`src/rtl/sprite_arb_pkg.sv`:
```
// Shared types and helpers for the sprite BROM arbiter: read-tag record,
// default BROM latencies and a one-hot decoder.
package sprite_arb_pkg;

    localparam int READ_LATENCY_HP = 2;
    localparam int READ_LATENCY_LL = 1;

    // Tag ids are sized for the largest supported requester count (8).
    localparam int MAX_REQ  = 8;
    localparam int TAG_ID_W = 3;

    typedef struct packed {
        logic                valid;
        logic [TAG_ID_W-1:0] id;
    } tag_t;

    function automatic logic [MAX_REQ-1:0] onehot_from_index(
        input logic [TAG_ID_W-1:0] idx,
        input logic                en
    );
        logic [MAX_REQ-1:0] oh;
        oh = '0;
        if (en) oh[idx] = 1'b1;
        return oh;
    endfunction

endpackage

```
`src/rtl/sprite_rom_arbiter_rr_pick.sv`:
```
// Combinational round-robin picker: first set bit of valid_in at or after
// ptr_in (wrapping), returned both one-hot and as an index.
module rr_pick #(
    parameter int N     = 4,
    parameter int PTR_W = $clog2(N)
) (
    input  logic [N-1:0]     valid_in,
    input  logic [PTR_W-1:0] ptr_in,
    output logic [N-1:0]     grant_out,
    output logic [PTR_W-1:0] idx_out,
    output logic             any_out
);

    always_comb begin
        int               cand;
        logic [PTR_W-1:0] cand_idx;
        // NOTE: every always_comb output gets a default first, so no path leaves it unassigned and infers a latch.
        grant_out = '0;
        idx_out   = '0;
        any_out   = 1'b0;
        cand      = 0;
        cand_idx  = '0;
        for (int k = 0; k < N; k++) begin
            cand     = (int'(ptr_in) + k) % N;
            cand_idx = cand[PTR_W-1:0];
            if (!any_out && valid_in[cand_idx]) begin
                grant_out[cand_idx] = 1'b1;
                idx_out             = cand_idx;
                any_out             = 1'b1;
            end
        end
    end

endmodule

```
`src/rtl/sprite_rom_arbiter.sv`:
```
// Round-robin arbiter sharing one sprite BROM read port; tags each read through
// the BROM latency. Define SPRITE_ARB_PRIORITY_EN to make requester 0 fixed-priority.
module sprite_rom_arbiter
    import sprite_arb_pkg::*;
#(
    parameter int NUM_REQ      = 4,
    parameter int ADDR_WIDTH   = 16,
    parameter int DATA_WIDTH   = 8,
    parameter int READ_LATENCY = READ_LATENCY_HP
) (
    input  logic                               pixel_clk_in,
    input  logic                               rst_n_in,
    input  logic [NUM_REQ-1:0]                 req_valid_in,
    input  logic [NUM_REQ-1:0][ADDR_WIDTH-1:0] req_addr_in,
    output logic [NUM_REQ-1:0]                 req_ready_out,
    output logic [ADDR_WIDTH-1:0]              rom_addr_out,
    output logic                               rom_en_out,
    input  logic [DATA_WIDTH-1:0]              rom_data_in,
    output logic [NUM_REQ-1:0]                 rsp_valid_out,
    output logic [DATA_WIDTH-1:0]              rsp_data_out
);

    localparam int              ID_W    = $clog2(NUM_REQ);
    localparam logic [ID_W-1:0] LAST_ID = ID_W'(NUM_REQ - 1);

    logic [NUM_REQ-1:0]    pick_valid;
    logic [NUM_REQ-1:0]    pick_grant;
    logic [ID_W-1:0]       pick_idx;
    logic                  pick_any;
    logic [NUM_REQ-1:0]    grant;
    logic [ID_W-1:0]       grant_idx;
    logic                  grant_any;

    logic [ID_W-1:0]       ptr_q, ptr_d;
    logic [ADDR_WIDTH-1:0] rom_addr_q, rom_addr_d;
    logic                  rom_en_q, rom_en_d;
    tag_t                  tag_q [READ_LATENCY+1];
    tag_t                  tag_d [READ_LATENCY+1];

`ifdef SPRITE_ARB_PRIORITY_EN
    // Requester 0 bypasses the ring; the picker only sees 1..NUM_REQ-1.
    assign pick_valid = {req_valid_in[NUM_REQ-1:1], 1'b0};
`else
    assign pick_valid = req_valid_in;
`endif

    rr_pick #(
        .N     (NUM_REQ),
        .PTR_W (ID_W)
    ) u_rr_pick (
        .valid_in  (pick_valid),
        .ptr_in    (ptr_q),
        .grant_out (pick_grant),
        .idx_out   (pick_idx),
        .any_out   (pick_any)
    );

    always_comb begin
        grant     = pick_grant;
        grant_idx = pick_idx;
        grant_any = pick_any;
`ifdef SPRITE_ARB_PRIORITY_EN
        if (req_valid_in[0]) begin
            grant     = NUM_REQ'(1);
            grant_idx = '0;
            grant_any = 1'b1;
        end
`endif
    end

    always_comb begin
        ptr_d      = ptr_q;
        rom_addr_d = rom_addr_q;
        rom_en_d   = grant_any;
        if (grant_any) begin
            rom_addr_d = req_addr_in[grant_idx];
`ifdef SPRITE_ARB_PRIORITY_EN
            // The pointer rings over 1..NUM_REQ-1 and ignores grants to requester 0.
            if (grant_idx != '0) begin
                ptr_d = (grant_idx == LAST_ID) ? ID_W'(1) : grant_idx + ID_W'(1);
            end
`else
            ptr_d = (grant_idx == LAST_ID) ? '0 : grant_idx + ID_W'(1);
`endif
        end
        tag_d[0] = '{valid: grant_any, id: TAG_ID_W'(grant_idx)};
        for (int k = 1; k <= READ_LATENCY; k++) begin
            tag_d[k] = tag_q[k-1];
        end
    end

    always_ff @(posedge pixel_clk_in or negedge rst_n_in) begin
        // NOTE: state updates use non-blocking assignments; the tag pipeline is reset too, so a reset drops every in-flight read.
        if (!rst_n_in) begin
            ptr_q      <= '0;
            rom_addr_q <= '0;
            rom_en_q   <= 1'b0;
            for (int k = 0; k <= READ_LATENCY; k++) begin
                tag_q[k] <= '0;
            end
        end else begin
            ptr_q      <= ptr_d;
            rom_addr_q <= rom_addr_d;
            rom_en_q   <= rom_en_d;
            for (int k = 0; k <= READ_LATENCY; k++) begin
                tag_q[k] <= tag_d[k];
            end
        end
    end

    assign req_ready_out = grant;
    assign rom_addr_out  = rom_addr_q;
    assign rom_en_out    = rom_en_q;
    assign rsp_valid_out = NUM_REQ'(onehot_from_index(tag_q[READ_LATENCY].id, tag_q[READ_LATENCY].valid));
    assign rsp_data_out  = rom_data_in;

endmodule

```
`config.mk`:
```
export PLATFORM = sky130hd
export DESIGN_NAME = sprite_rom_arbiter
export DESIGN_NICKNAME = d
export VERILOG_FILES = /design/src/rtl/sprite_arb_pkg.sv /design/src/rtl/sprite_rom_arbiter_rr_pick.sv /design/src/rtl/sprite_rom_arbiter.sv
export SDC_FILE = /design/constraint.sdc
export NUM_CORES = 1
export LEC_CHECK = 0
export CAP_MARGIN = 5
export CORE_MARGIN = 4
export CORE_UTILIZATION = 35
export CTS_BUF_LIST = sky130_fd_sc_hd__clkbuf_16
export CTS_CLUSTER_SIZE = 16
export DETAILED_ROUTE_END_ITERATION = 7
export PLACE_DENSITY = 0.77
export SETUP_SLACK_MARGIN = 0.3
export SLEW_MARGIN = 5
export SYNTH_ARGS = -nofsm -noshare
export SYNTH_HDL_FRONTEND = slang
export SYNTH_SLANG_ARGS = --single-unit
```
`constraint.sdc`:
```
create_clock -name pixel_clk_in -period 2.8 [get_ports pixel_clk_in]
set_clock_uncertainty 0.1 [all_clocks]
set_input_delay 0.56 -clock pixel_clk_in [delete_from_list [all_inputs] [get_ports pixel_clk_in]]
set_output_delay 0.56 -clock pixel_clk_in [all_outputs]
set_load 0.01 [all_outputs]
```
Yosys cells after proc, flatten, opt, wreduce, memory -nomap -nowiden
Cells that the tools add are included.

Bits in registers: 27. Word-level logic and storage cells: 72. Output and inout bits: 33. Input port bits: 78.

Bitwise operators: 3. $lt $le $gt $ge: 11. Add/sub/neg operators: 4. Reduce and logical (&&, ||, !) cells: 11. Multiplexer cells: 34. Equal/unequal tests: 1.

Operators by type and width (number): 16-bit binary-select mux with 2-bit select (1); 4-bit 2-to-1 mux (5); 16-bit 2-to-1 mux (1); 2-bit by 3-bit < comparator with 1-bit output (second input constant) (5); 1-bit 2-to-1 mux (13); 4-bit OR (3); 1-bit demux with 2-bit select (5); 2-bit by 1-bit greater-or-equal comparator with 1-bit output (second input constant) (5); 2-bit 2-to-1 mux (5); 1-bit binary-select mux with 2-bit select (4); 1-bit logical AND (8); 2-bit by 1-bit adder with 2-bit output (second input constant) (2); 2-bit adder (second input constant) (2); 2-bit by 4-bit < comparator with 1-bit output (second input constant) (1); 1-bit logical NOT (3); 2-bit == test (second input constant) (1).

Logic depth before layout (Yosys ltp)
Gate-level depths: netlist (run 1).

Depth in word-level cells: 14. Gate-level depth with buffers: 11. Depth with buffers taken out: 8.

Hierarchy
A second synthesis (run 1) with hierarchy kept.

Cells, all modules: 164. Area total of the unflattened synthesis: 1921.8 sq um.

Modules (own cells, without submodules): sprite_rom_arbiter (cells each 119, area each 1500.2 sq um, seq. area each 675.6 sq um, times used 1); rr_pick (cells each 45, area each 421.7 sq um, seq. area each 0.0 sq um, times used 1).

Least setup slack after synthesis (run 1)
OpenSTA, ideal clock, no wires.

Path type: reg-to-reg. Start point: register ptr_q[0]. End point: register rom_addr_q[6] (netlist: rom_addr_out[6]). Clock period less this slack: 2930 ps. Buffers on the path: 3. Data arrival time: 2701 ps. Setup time: 129 ps. Path slack: -130 ps. Required time: 2571 ps. Cell stages (with the launch flop): 12. Path through: dfrtp_1 buf_4 inv_1 ha_1 mux4_2 or2_1 nor4b_1 a21oi_4 nor2b_2 buf_6 buf_12 a211oi_2.

Longest elaborated chain between the ends: 14. Elaborated cells between the ends (all ways): 27. Classes of those cells: add/sub: 3; mux: 18; reduce/logical: 6.

Ends and longest elaborated chain: from (decl) (line sprite_rom_arbiter.sv:34) `logic [ID_W-1:0] ptr_q, ptr_d;`; from (signal assigned) (line sprite_rom_arbiter.sv:102) `ptr_q <= ptr_d;`; parallel branches: the longest is 14 deep, another holds 2-bit by 1-bit adder with 2-bit output; to (signal assigned) (line sprite_rom_arbiter.sv:103) `rom_addr_q <= rom_addr_d;`; to (decl) (line sprite_rom_arbiter.sv:35) `logic [ADDR_WIDTH-1:0] rom_addr_q, rom_addr_d;`.

Several ways; the timed one is not identified. The select of a mux whose other input is x is not followed. A chain may end at the register's enable or synchronous reset.

Worst setup path in the final report (run 1)
Start point: input port req_valid_in[0]. End point: output port req_ready_out[2].

Longest elaborated chain between the ends: 12. Elaborated cells between the ends (all ways): 24. Classes of those cells: mux: 15; bitwise: 3; reduce/logical: 6.

Ends and longest elaborated chain: from (decl) (line sprite_rom_arbiter.sv:13) `input logic [NUM_REQ-1:0] req_valid_in,`; 1-bit binary-select mux with 2-bit select (line sprite_rom_arbiter_rr_pick.sv:26) `if (!any_out && valid_in[cand_idx]) begin`; 1-bit 2-to-1 mux (not written as such) (line sprite_rom_arbiter_rr_pick.sv:26); 1-bit 2-to-1 mux (line sprite_rom_arbiter_rr_pick.sv:26); 1-bit logical NOT (line sprite_rom_arbiter_rr_pick.sv:26); 1-bit logical AND (line sprite_rom_arbiter_rr_pick.sv:26); 1-bit 2-to-1 mux (line sprite_rom_arbiter_rr_pick.sv:26); 1-bit logical NOT (line sprite_rom_arbiter_rr_pick.sv:26); 1-bit logical AND (line sprite_rom_arbiter_rr_pick.sv:26); 1-bit 2-to-1 mux (line sprite_rom_arbiter_rr_pick.sv:26); 1-bit logical NOT (line sprite_rom_arbiter_rr_pick.sv:26); 1-bit logical AND (line sprite_rom_arbiter_rr_pick.sv:26); 4-bit 2-to-1 mux (*) (line sprite_rom_arbiter_rr_pick.sv:26); to (decl) (line sprite_rom_arbiter.sv:15) `output logic [NUM_REQ-1:0] req_ready_out,`.

Every way passes the cells marked *; elsewhere a longest branch is shown, timed or not. The select of a mux whose other input is x is not followed.

==> results of run 1 <==
-- routing by layer --
layer,routed length (µm),share of wire [%]
met1,2400,39
met2,3310,53
met3,462,7.4
met4,32,0.52
met5,0,0
-- through the flow --
step           utilization [%]  worst slack (ps)  instances
2_1_floorplan                -               137        169
3_3_place_gp              57.3              -727        335
3_5_place_dp              57.3              -860        335
4_1_cts                   65.6              45.9        357
5_1_grt                   67.0             -40.2        358
6_report                  67.0              32.9        358
-- what timing repair did --
action / CTS / global route
hold endpoints to repair: 0 / 0
setup endpoints to repair: 25 / 23
pin swaps: 16 / 10
gates cloned: 5 / 0
gates resized for setup: 58 / 14
buffers inserted: 13 / 1
-- worst reg2reg max path: stages, from the launching register on --
cell and delay [ps]:
dfrtp_2 420, inv_4 50, ha_4 270, buf_6 90, mux4_2 300, and2b_1 200, buf_4 140, buf_6 110
o21ai_4 130, nand2_4 110, buf_12 150, buf_12 130, mux2i_1 150, a221oi_2 280
-- power by group --
group	switching (mW)	leakage (nW)	internal, mW
logic	1.79	1.11	2.49
clock network	0.140	0.0371	0.194
registers	0.115	0.301	0.611
-- synth_stat cells (2+ instances only) --
master	count	share of area (%)
a21oi_1	2	0.52
o211ai_1	3	1.2
mux2i_1	33	17
nand2_1	4	0.79
a22oi_1	8	3.1
clkbuf_1	2	0.39
buf_4	10	3.9
o21ai_0	8	2.1
buf_6	5	3.0
a221oi_1	6	2.8
nor2_1	20	3.9
inv_1	3	0.59
dfrtp_1	27	35
nor2b_1	2	0.66
mux4_2	4	4.7
ha_1	5	3.3
a221oi_2	9	7.1
-- path summary, 6_finish.rpt --
| kind | end | slack, ps |
|---|---|---|
| worst max-delay path | req_ready_out[2] | 30 |
| worst min-delay path | tag_d[0]$_DFF_PN0_ | 250 |
| worst max register to register | rom_addr_out[5]$_DFFE_PN0P_ | 80 |
| worst min register to register | tag_d[0]$_DFF_PN0_ | 250 |
| max in group asynchronous | ptr_q[0]$_DFFE_PN0P_ | 1750 |
| min in group asynchronous | rom_addr_out[12]$_DFFE_PN0P_ | 570 |
-- cells by family after synthesis --
logic type	Yosys count	share of synthesized area (%)
AOI/OAI and AO/OA	42	20.8
muxes	37	22.0
and+or+nand+nor	35	8.85
DFF	27	35.4
buffers and inverters	22	9.18
adders and majority gates	5	3.28
xor gates and xnor gates	1	0.459
-- registers in the layout (all words and copies together) (netlist names) --
| name | flops |
|---|---|
| ptr_q | 2 |
| tag_d | 6 |
| rom_addr_out | 16 |
| tag_q | 3 |
-- layout make-up --
class	count	area (µm²)	area share [%]
sequential	27	677	19.4
timing repair buffer	134	1430	40.9
inverter	3	13.8	0.395
tap	70	87.6	2.51
clock inverter	1	7.51	0.215
multi-input combinational	120	1200	34.4
clock buffer	3	75.1	2.15
==> results.yml, run 1 <==
run_status:
  outcome: "complete, no violations"
setup_path:
  path_buf_inv: 2
  cp_num_cells: 7
  worstSetupPathType: "input pin to primary output"
  rr_worst_depth: 13
  crit_start: "req_valid_in[0]"
  cp_slowest_cell: "mux4_2"
  slowest_delay_ps: 500
  path_max_fanout: 7
  r2r-start: "ptr_q[0]$_DFFE_PN0P_"
  cp_cell_sequence: "dlygate4sd2_1 -> mux4_2 -> and2b_1 -> nor2b_4 -> a22oi_1 -> o21ai_1 -> buf_2"
  crit_arrival_ps: 2110
  end_kind: "primary output"
  crit_family: "multiplexers"
  worst_ep_required_time_ps: 2140
  startpoint_type: "input pin"
drt:
  first_pass_iters: 4
  dr.first_iter.drc_count: 51
  wl_per_cell_um: 17.3
  vias_per_cell: 5.12
  drtAntennaViolNets: 0
  wirelength_um: 6200
  via_count: 1833
  remaining_drc_errors: 0
clocking:
  clkTransAtPathRegs_ps: 70
  htree_levels: 1
  cts_tree: "done"
  cts_hold_buf: 0
  cts_buffers: 3
  cts.sinks: 27
  insertion_delay_ps: 260
  cts_root_buf: "clkbuf_16"
  cts_buffer_depth: 2
finish:
  fill_cells: 405
  drive_above_1_share_pct: 31.9
  antenna_cells: 0
  final_cell_mix: "clkdlybuf4s50_1 (86), mux2i_1 (30), dfrtp_1 (26)"
  finalNetCount: 372
  fin_area_mm2: 0.00349
  final_common_cell: "clkdlybuf4s50_1"
  synthToLayoutAreaGrowth_pct: 82.8
global_routing:
  antenna_found_initial: 0
  met2_usage_pct: 35.9
  grt_pass1_wl_um: 9470
  use_met3_pct: 3.84
  grt_pass1_vias: 1961
  grt_max_degree: 28
  met1_usage_pct: 20.8
  track_usage_pct: 18.3
  grt-busiest-layer: "met2"
  grt_overflow: 0
timing:
  slew_headroom_pct: 64.7
  tightest_slew_ps: 524
  fin_crit_ps: 2770
  tns_ps: 0
  fmax_mhz: 361
  setup_violations: 0
  rsz0062_at_grt: "true"
  drv_slew: 0
  period_share_pct: 98.8
  hold_viol: 0
  finalHoldWorstSlack_ps: 253
floorplanning:
  io_pins: 111
  dieWidth_um: 81.8
  die_h_um: 81.8
  core_mm2: 0.00520
  die-area_mm2: 0.00670
  start_util_pct: 36.7
  num_rows: 26
pwr:
  powerDensity_mw_per_mm2: 1530
  irDropWorstVdd_v: 0.000799
  total_power_mw: 5.33
  p_leak_nw: 1.45
hold_path:
  min_from: "tag_d[4]$_DFF_PN0_"
  worstHoldPathType: "flop to flop"
  hold_depth: 0
synth:
  synth.net_count: 252
  synth_cells: 169
  synth_edf_count: 0
  yosysWarnings: 0
  synth-main-ff-cell: "dfrtp_1"
  ys_types: 35
  syn_area_per_cell_um2: 11.3
  synthArstFlopShare_pct: 100
  yosysSeqAreaShare_pct: 35.4
  synthesis.area_mm2: 0.00191
  synth_seq_cells: 27
placement:
  io_buffers: 94
  placed_area_mm2: 0.00298
  dp_hpwl_um: 4240
  place.gp.congestion: 0.827
run:
  cap_violations: 0
Note: power is estimated with default switching activity, not from simulation.
==> run 2: changes to the inputs <==
--- a/config.mk
+++ b/config.mk
@@ -8,7 +8,7 @@
 export CAP_MARGIN = 5
 export CORE_MARGIN = 4
 export CORE_UTILIZATION = 35
-export CTS_BUF_LIST = sky130_fd_sc_hd__clkbuf_16
+export CTS_BUF_LIST = sky130_fd_sc_hd__clkbuf_4 sky130_fd_sc_hd__clkbuf_8 sky130_fd_sc_hd__clkbuf_16
 export CTS_CLUSTER_SIZE = 16
 export DETAILED_ROUTE_END_ITERATION = 7
 export PLACE_DENSITY = 0.77
==> results.yml, run 2 (same netlist as run 1, synthesis figures left out) <==
global_routing:
  grt_max_degree: 28
  track_usage_pct: 17.0
  grt_pass1_wl_um: 8770
  antenna_found_initial: 0
  grt_overflow: 0
  grt_pass1_vias: 1817
drt:
  wirelength_um: 6370
  wl_per_cell_um: 18.0
  vias_per_cell: 5.09
  dr.first_iter.drc_count: 61
  remaining_drc_errors: 0
  via_count: 1801
  first_pass_iters: 4
  drtAntennaViolNets: 0
finish:
  multi_input_area_mm2: 0.00120
  seq_area_um2: 677
  fill_cells: 414
  synthToLayoutAreaGrowth_pct: 76.7
  final_cell_mix: "clkdlybuf4s50_1 (86), mux2i_1 (32), dfrtp_1 (26)"
  antenna_cells: 0
  final_common_cell: "clkdlybuf4s50_1"
  largest_reg_flops: 16
  finalNetCount: 368
  drive_above_1_share_pct: 29.2
placement:
  io_buffers: 94
  dp_hpwl_um: 4240
  place.gp.congestion: 0.827
  preCtsSetupSlack_ps: -860
timing:
  fin_crit_ps: 2800
  setup_violations: 2
  tns_ps: -3.54
  fmax_mhz: 357
  period_share_pct: 100
  drv_slew: 0
  hold_viol: 0
  rsz0062_at_grt: "true"
  worst_slack_ps: -2.79
  tightest_slew_ps: 484
  slew_headroom_pct: 67.4
setup_path:
  cp_cell_sequence: "inv_4 -> ha_4 -> buf_6 -> mux4_2 -> and2b_1 -> nor2b_4 -> a22oi_1 -> o21ai_1 -> buf_2"
  startpoint_type: "flop"
  rr_worst_depth: 13
  end_kind: "primary output"
  worstSetupPathType: "flop to primary output"
  r2r_end: "rom_addr_out[11]$_DFFE_PN0P_"
  crit_arrival_ps: 2140
  path_buf_inv: 3
  worst_ep_required_time_ps: 2140
  path_max_fanout: 4
  r2r-start: "ptr_q[0]$_DFFE_PN0P_"
  crit_family: "flip-flops"
  cp_slowest_cell: "dfrtp_2"
  rrSetupSlack_ps: 30
  slowest_delay_ps: 450
hold_path:
  hold_depth: 0
  holdPathEnd: "tag_q[0]$_DFF_PN0_"
  worstHoldPathType: "flop to flop"
  min_from: "tag_d[0]$_DFF_PN0_"
run_status:
  outcome: "complete, but fails checks"
  violations: "negative setup slack"
pwr:
  irDropWorstVdd_v: 0.000797
  total_power_mw: 5.00
  p_leak_nw: 1.40
  powerDensity_mw_per_mm2: 1480
floorplanning:
  die_h_um: 81.8
  start_util_pct: 36.7
  core_mm2: 0.00520
  dieWidth_um: 81.8
  num_rows: 26
  die-area_mm2: 0.00670
  io_pins: 111
clocking:
  cts_tree: "done"
  insertion_delay_ps: 280
  cts_buffer_depth: 2
  cts.sinks: 27
  cts_hold_buf: 0
  htree_levels: 1
  cts_buffers: 3
  clkTransAtPathRegs_ps: 100
  cts_root_buf: "clkbuf_8"
run:
  cap_violations: 0
[run 2: worst max path at each step]
stage | from | end | slack [ps] | cells after the start
2_1_floorplan | ptr_q[0]$_DFFE_PN0P_ | rom_addr_out[0]$_DFFE_PN0P_ | 140 | 11
6_report | ptr_q[0]$_DFFE_PN0P_ | req_ready_out[1] | -3 | 9
3_3_place_gp | req_valid_in[2] | rom_addr_out[8]$_DFFE_PN0P_ | -730 | 8
3_5_place_dp | req_valid_in[2] | rom_addr_out[11]$_DFFE_PN0P_ | -860 | 8
4_1_cts | ptr_q[0]$_DFFE_PN0P_ | req_ready_out[2] | 10 | 7
5_1_grt | ptr_q[0]$_DFFE_PN0P_ | req_ready_out[2] | -70 | 7
[run 2: layout make-up]
cell class,instances,area share (%)
inverters,3,0.408
flip-flops and latches,27,20.1
repair buffers,130,40.0
well taps,70,2.60
clock inverters,1,0.223
multi-input cells,120,35.5
clock buffers,3,1.22
[run 2: power breakdown]
group,switching (mW),total [mW],internal (mW)
Sequential,0.121,0.731,0.610
Clock,0.127,0.228,0.101
Combinational,1.77,4.04,2.27
[run 2: worst register-to-register path: stages, from the launching register on]
cell,delay [ps]
dfrtp_2,450
inv_4,50
ha_4,270
buf_6,90
mux4_2,300
and2b_1,200
buf_4,130
buf_6,100
buf_6,120
o21ai_4,150
nand2_4,120
buf_12,170
mux2i_4,190
a221oi_4,250
[run 2: per-layer routing]
layer | global-route usage [%] | wire, µm | up-vias
li1 | - | - | 859
met5 | 0 | 0 | -
met3 | 3.73 | 482 | 6
met4 | 2.82 | 49 | 0
met1 | 19.0 | 2400 | 868
met2 | 32.8 | 3440 | 68
[run 2: repair_timing]
item / 4_1_cts / 5_1_grt
pin swaps: 2 / 9
setup buffers: 7 / 4
gates cloned: 2 / 2
endpoints found under the setup margin: 25 / 23
endpoints found under the hold margin: 0 / 0
resized for setup: 45 / 23
[run 2: per-stage QoR]
stage	instance area [µm²]	hold slack, ps	util (%)	instances
finish	3370	259	64.8	354
global placement	2980	232	57.3	335
global route	3370	271	64.8	354
detailed placement	2980	236	57.3	335
floorplan	1950	164	-	169
CTS	3200	253	61.4	348
